--- src/rtl/pe_conv_row_p.sv ---
// pe_conv_row_p: K-tap row PE with weight daisy-chain, valid tracking and saturating 2-stage accumulate
module pe_conv_row_p #(
    parameter int K       = 3,
    parameter int IFMAP_W = 8,
    parameter int WGT_W   = 8,
    parameter int PSUM_W  = 20
) (
    input  logic                 clk,
    input  logic                 rst_n,
    input  logic                 en,
    input  logic                 clr,
    input  logic                 wgt_load,
    input  logic [K*WGT_W-1:0]   wgt_in,
    output logic [K*WGT_W-1:0]   wgt_out,
    input  logic                 ifmap_in_valid,
    input  logic [IFMAP_W-1:0]   ifmap_in,
    output logic [IFMAP_W-1:0]   ifmap_out,
    input  logic [PSUM_W-1:0]    psum_in,
    output logic                 psum_out_valid,
    output logic [PSUM_W-1:0]    psum_out,
    output logic                 sat_flag
);
    localparam int PROD_W = IFMAP_W + WGT_W + 1;
    localparam int SUM_W  = PSUM_W + IFMAP_W + WGT_W + $clog2(K) + 1;
    localparam int FW     = $clog2(K + 1);

    typedef enum logic {FILL, RUN} state_t;

    state_t                     state;
    logic [FW-1:0]              fill;
    logic [IFMAP_W-1:0]         taps [K];
    logic [IFMAP_W-1:0]         nt [K];
    logic [K*WGT_W-1:0]         wgt;
    logic signed [PROD_W-1:0]   prod [K];
    logic                       full;
    logic                       s1_valid;
    logic signed [PSUM_W-1:0]   s1_psum;
    logic signed [PROD_W-1:0]   s1_prod [K];
    logic signed [SUM_W-1:0]    sum;
    logic [SUM_W-PSUM_W:0]      upper;
    logic                       clamp;
    logic [PSUM_W-1:0]          sat_val;

    assign ifmap_out = taps[0];
    assign full      = ifmap_in_valid && (state == RUN || fill == FW'(K - 1));

    // post-shift window and tap products against the weights held before any load this cycle
    always_comb begin
        nt[0] = ifmap_in;
        for (int i = 1; i < K; i++) nt[i] = taps[i-1];
        for (int i = 0; i < K; i++)
            prod[i] = PROD_W'($signed({1'b0, nt[i]})) * PROD_W'($signed(wgt[i*WGT_W +: WGT_W]));
    end

    // weight register and its one-cycle-delayed copy for the next PE; clr leaves weights alone
    always_ff @(posedge clk or negedge rst_n) begin
        if (!rst_n) begin
            wgt     <= '0;
            wgt_out <= '0;
        end else if (en) begin
            wgt_out <= wgt;
            if (wgt_load) wgt <= wgt_in;
        end
    end

    // sliding window with fill tracking: FILL until K samples are held, then RUN
    always_ff @(posedge clk or negedge rst_n) begin
        if (!rst_n) begin
            for (int i = 0; i < K; i++) taps[i] <= '0;
            fill  <= '0;
            state <= FILL;
        end else if (en) begin
            if (clr) begin
                for (int i = 0; i < K; i++) taps[i] <= '0;
                fill  <= '0;
                state <= FILL;
            end else if (ifmap_in_valid) begin
                for (int i = 0; i < K; i++) taps[i] <= nt[i];
                if (state == FILL) begin
                    fill <= fill + FW'(1);
                    if (fill == FW'(K - 1)) state <= RUN;
                end
            end
        end
    end

    // stage 1: capture upstream partial sum and per-tap products
    always_ff @(posedge clk or negedge rst_n) begin
        if (!rst_n) begin
            s1_valid <= 1'b0;
            s1_psum  <= '0;
            for (int i = 0; i < K; i++) s1_prod[i] <= '0;
        end else if (en) begin
            s1_valid <= !clr && full;
            if (!clr && ifmap_in_valid) begin
                s1_psum <= psum_in;
                for (int i = 0; i < K; i++) s1_prod[i] <= prod[i];
            end
        end
    end

    // wide sum that cannot wrap, then clamp to the signed PSUM_W range
    always_comb begin
        sum = SUM_W'(s1_psum);
        for (int i = 0; i < K; i++) sum = sum + SUM_W'(s1_prod[i]);
        upper   = sum[SUM_W-1:PSUM_W-1];
        clamp   = !(&upper || ~|upper);
        sat_val = !clamp ? sum[PSUM_W-1:0] :
                  sum[SUM_W-1] ? {1'b1, {(PSUM_W-1){1'b0}}} : {1'b0, {(PSUM_W-1){1'b1}}};
    end

    // stage 2: registered saturated result and sticky overflow flag
    always_ff @(posedge clk or negedge rst_n) begin
        if (!rst_n) begin
            psum_out_valid <= 1'b0;
            psum_out       <= '0;
            sat_flag       <= 1'b0;
        end else if (en) begin
            if (clr) begin
                psum_out_valid <= 1'b0;
                psum_out       <= '0;
                sat_flag       <= 1'b0;
            end else begin
                psum_out_valid <= s1_valid;
                if (s1_valid) begin
                    psum_out <= sat_val;
                    if (clamp) sat_flag <= 1'b1;
                end
            end
        end
    end
endmodule

--- config.mk ---
export PLATFORM = sky130hd
export DESIGN_NAME = pe_conv_row_p
export DESIGN_NICKNAME = d
export VERILOG_FILES = /design/src/rtl/pe_conv_row_p.sv
export SDC_FILE = /design/constraint.sdc
export NUM_CORES = 1
export LEC_CHECK = 0
export CORE_ASPECT_RATIO = 1.1
export CORE_MARGIN = 10
export CORE_UTILIZATION = 55
export DETAILED_ROUTE_END_ITERATION = 6
export GPL_TIMING_DRIVEN = 0
export PLACE_DENSITY = 0.77
export SLEW_MARGIN = 20
export SYNTH_ARGS = -nofsm -noshare
export SYNTH_HDL_FRONTEND = slang
export SYNTH_SLANG_ARGS = --single-unit
--- constraint.sdc ---
create_clock -name clk -period 4.5 [get_ports clk]
set_input_delay 0.9 -clock clk [delete_from_list [all_inputs] [get_ports clk]]
set_output_delay 0.9 -clock clk [all_outputs]
set_load 0.02 [all_outputs]
# Word-level counts from Yosys, hierarchy flattened
# Cells that the tools add are included.
# word_totals
register_bits	161
input_bits	58
output_inout_bits	54
word_cells	58
# op_classes
n_addsub	4
mul	3
eq_ne	3
n_mux	17
reduce_logical	17
# ops
cell	count
20-bit 2-to-1 mux	4
9-bit by 8-bit multiplier with 17-bit output	3
24-bit 2-to-1 mux	2
22-bit by 17-bit adder with 23-bit output	1
21-bit by 17-bit adder with 22-bit output	1
20-bit by 17-bit adder with 21-bit output	1
20-bit AND reduction	1
20-bit OR reduction	1
1-bit 2-to-1 mux	8
2-bit AND reduction	4
2-bit 2-to-1 mux	3
3-bit AND reduction	2
2-bit != test (second input constant)	2
2-bit nonzero test	2
1-bit logical AND	3
2-bit by 1-bit adder with 2-bit output (second input constant)	1
2-bit equality test (second input constant)	1
1-bit logical NOT	2
1-bit logical OR	2

# Longest topological paths before layout
# depth
depth_word	9
mapped_depth	19
ltp_nobuf	18

# Least setup slack after synthesis
# OpenSTA, ideal clock, no wires.
# synth_timing
path_type	input to register
from	in ifmap_in[5]
to	reg s1_prod[50] (netlist name)
setup_time_ns	0.133
arrival_time_ns	4.540
t_required_ns	4.367
path_slack_ns	-0.173
stages	16
path_buffers	1
path_cell_list	clkbuf_1 -> and2_1 -> fa_1 -> inv_1 -> fa_1 -> inv_1 -> fa_1 -> fa_1 -> ha_1 -> o21ai_0 -> a21oi_1 -> o211ai_1 -> a21oi_1 -> o31ai_1 -> xnor2_1 -> o21ai_0
# synth_via
elab_chain_cells	1
# synth_rtl
item	line	text
start: declaration	16	input logic [IFMAP_W-1:0] ifmap_in,
9-bit by 8-bit multiplier with 17-bit output	52	prod[i] = PROD_W'($signed({1'b0, nt[i]})) * PROD_W'($signed(wgt[i*WGT_W +: WGT_W]));
end: declaration	38	logic signed [PROD_W-1:0] s1_prod [K];
# Every way passes these cells.
# A chain may end at the register's enable or synchronous reset.

# Final worst setup path
# layout_timing
from	in ifmap_in[3]
to	reg s1_prod[46] (netlist name)
# Same word-level chain as after synthesis.

==> results.cfg <==
[die]
die_h_um = 194
rows = 63
start_util = 0.559
io_pins = 112
dieWidth_um = 178
coreArea_um2 = 27000
die_area_um2 = 34400

[timing]
hold_violations = 0
setup_tns_ns = 0
min_period_ns = 4.38
max_freq_mhz = 228
tightest_slew_ns = 1.05
setup_viol = 0
fin_skew_ns = 0.0150
period_share = 0.974
relSlewSlack = 0.294
report.final.slew_viol_count = 0
rsz0062_at_grt = yes

[setup_path]
crit_type = in -> reg
crit_fanout = 9
required_ns = 4.81
crit_path_start_kind = primary input
crit_arrival_ns = 4.69
endpoint_kind = flop

[route]
ant_nets = 0
vias = 11300
wl_um = 36300
drt_iter0_markers = 776
drt-wirelength-per-cell_um = 17.1
viasPerCell = 5.34
drc_errors = 0
firstDrtPassIters = 5

[global_routing]
grt_pass1_wl_um = 58900
grt_max_degree = 84
grt_overflow_total = 0
grt_pass1_vias = 11900
grt_usage = 0.211
grt_antenna_before_repair = 0

[synth]
synth-seq-area-share = 0.267
synth_top_area_cell = dfrtp_1
synth_ff_type = dfrtp_1
synth.avg_cell_area_um2 = 9.37
async_flop_share = 1.00
synth-edff-count = 0
synthTopCellsByCount = 307 x inv_1, 199 x nand2_1, 161 x dfrtp_1
netlist_area_um2 = 15100
synth_most_common_cell = inv_1
synth_seq_cells = 161
synth_cell_types = 67
synth_top_area_share = 0.267
synthCells = 1608
ys_warn_count = 0
synth.net_count = 1970
ys_top_cells_by_area = dfrtp_1 27%, fa_1 20%, ha_1 13%

[layout]
nFillCells = 2156
fin_nets = 2112
drive_gt1_frac = 0.150
area_growth_pct = 17.8
num_antenna_cells = 0

[run]
drv_cap = 0

[clock_network]
clk_latency_ns = 0.44
cts_buffers = 17
htreeDepth = 4
clockRootBuffer = clkbuf_16
cts.clk_slew.worst_paths_ns = 0.07
tritoncts = yes
postCtsHoldBufs = 0
numClockSinks = 161
ctsLongestPathBuffers = 2

[placement]
hpwlAfterDp_um = 28000
port_buffers = 106
globalplace.congestion = 0.888

[run_status]
status = finished, final reports clean

[power]
p_per_area_nw_per_um2 = 685
irDropWorstVdd_v = 0.000495
total_power_w = 0.0122
cellLeakagePower_nw = 8.74

[min_path]
min_path_type = in -> async
[cell families (layout without fill, tap and decap cells)]
group | after synthesis | in the layout | synth area share
and+or+nand+nor | 416 | 416 | 0.135
buffers and inverters | 382 | 537 | 0.100
adders and majority gates | 304 | 304 | 0.328
AOI/OAI and AO/OA | 248 | 248 | 0.105
DFF | 161 | 161 | 0.267
muxes | 50 | 50 | 0.0373
xor gates and xnor gates | 47 | 47 | 0.0273
[routing by layer]
layer	global-route usage	share of wire
met1	0.257	0.42
met2	0.370	0.52
met3	0.0310	0.043
met4	0.0708	0.021
met5	0	0
[final cells by class]
class                      instances  area (µm²)  area share
buffer                            48         287      0.0161
clock buffer                      22         494      0.0278
clock inverter                    10        75.1     0.00423
inverter                         307        1150      0.0650
multi-input combinational       1065        9800       0.552
sequential                       161        4070       0.229
tap                              357         447      0.0252
timing repair buffer             150        1430      0.0805
[worst max-delay path: stages]
cell and delay, ns:
buf_12 0.12, and2_4 0.15, fa_1 0.52, inv_1 0.05
fa_1 0.50, inv_2 0.04, fa_1 0.49, inv_2 0.04
fa_1 0.51, inv_2 0.05, ha_4 0.22, inv_4 0.06
a21oi_2 0.04, o211ai_1 0.28, buf_4 0.16, buf_4 0.09
nand2_2 0.03, a21o_1 0.17, xnor2_1 0.18, o21ai_1 0.08
[registers in the layout, indices dropped and copies added (netlist names)]
register and cells:
psum_out 20, fill 2, psum_out_valid 1, wgt 24
s1_valid 1, ifmap_out 8, state 1, s1_prod 51
sat_flag 1, s1_psum 20, wgt_out 24, nt 8
[through the flow]
stage	hold WS, ns	worst slack [ns]	area [µm²]	util	instances
global placement	0.464	-4.08	16600	0.617	2071
finish	0.462	0.117	17800	0.659	2120
global route	0.502	-0.0628	17800	0.659	2120
detailed placement	0.470	-1.12	16700	0.618	2072
CTS	0.484	0.00000444	17200	0.639	2086
floorplan	0.445	-0.00105	15100	-	1608
[timing repair]
item | CTS | global route
setup endpoints to repair | 16 | 28
hold endpoints to repair | 0 | 0
resized for setup | 43 | 99
pin swaps | 7 | 38
buffers inserted | 8 | 35
[where the power goes]
part	total, W	internal [W]	leakage [nW]	switching, W
sequential	0.00203	0.00177	2.00	0.000258
combinational	0.00871	0.00382	6.47	0.00488
clock	0.00142	0.000784	0.276	0.000637
total	0.0122	0.00638	8.74	0.00578
[path summary, 6_finish.rpt]
check	from	endpoint	slack, ns	cells after the start
max in group asynchronous	rst_n	wgt[13]$_DFFE_PN0P_	3.19	2
min	rst_n	psum_out[1]$_DFFE_PN0P_	0.46	1
max reg2reg	wgt[6]$_DFFE_PN0P_	s1_prod[46]$_DFFE_PN0P_	0.14	19
min in group clk	s1_prod[8]$_DFFE_PN0P_	s1_prod[8]$_DFFE_PN0P_	0.48	2
min reg2reg	s1_prod[8]$_DFFE_PN0P_	s1_prod[8]$_DFFE_PN0P_	0.48	2
max	ifmap_in[3]	s1_prod[46]$_DFFE_PN0P_	0.12	20
[layout by cell type (no fill, tap or decap), types with 35 or more instances in the layout]
| cell | n |
|---|---|
| nand2_1 | 197 |
| o21ai_0 | 75 |
| ha_1 | 143 |
| mux2_2 | 48 |
| xnor2_1 | 35 |
| inv_1 | 295 |
| fa_1 | 148 |
| buf_4 | 51 |
| dfrtp_1 | 128 |
| and2_1 | 86 |
| clkdlybuf4s50_1 | 101 |
Power figures use the tool's default switching activity.
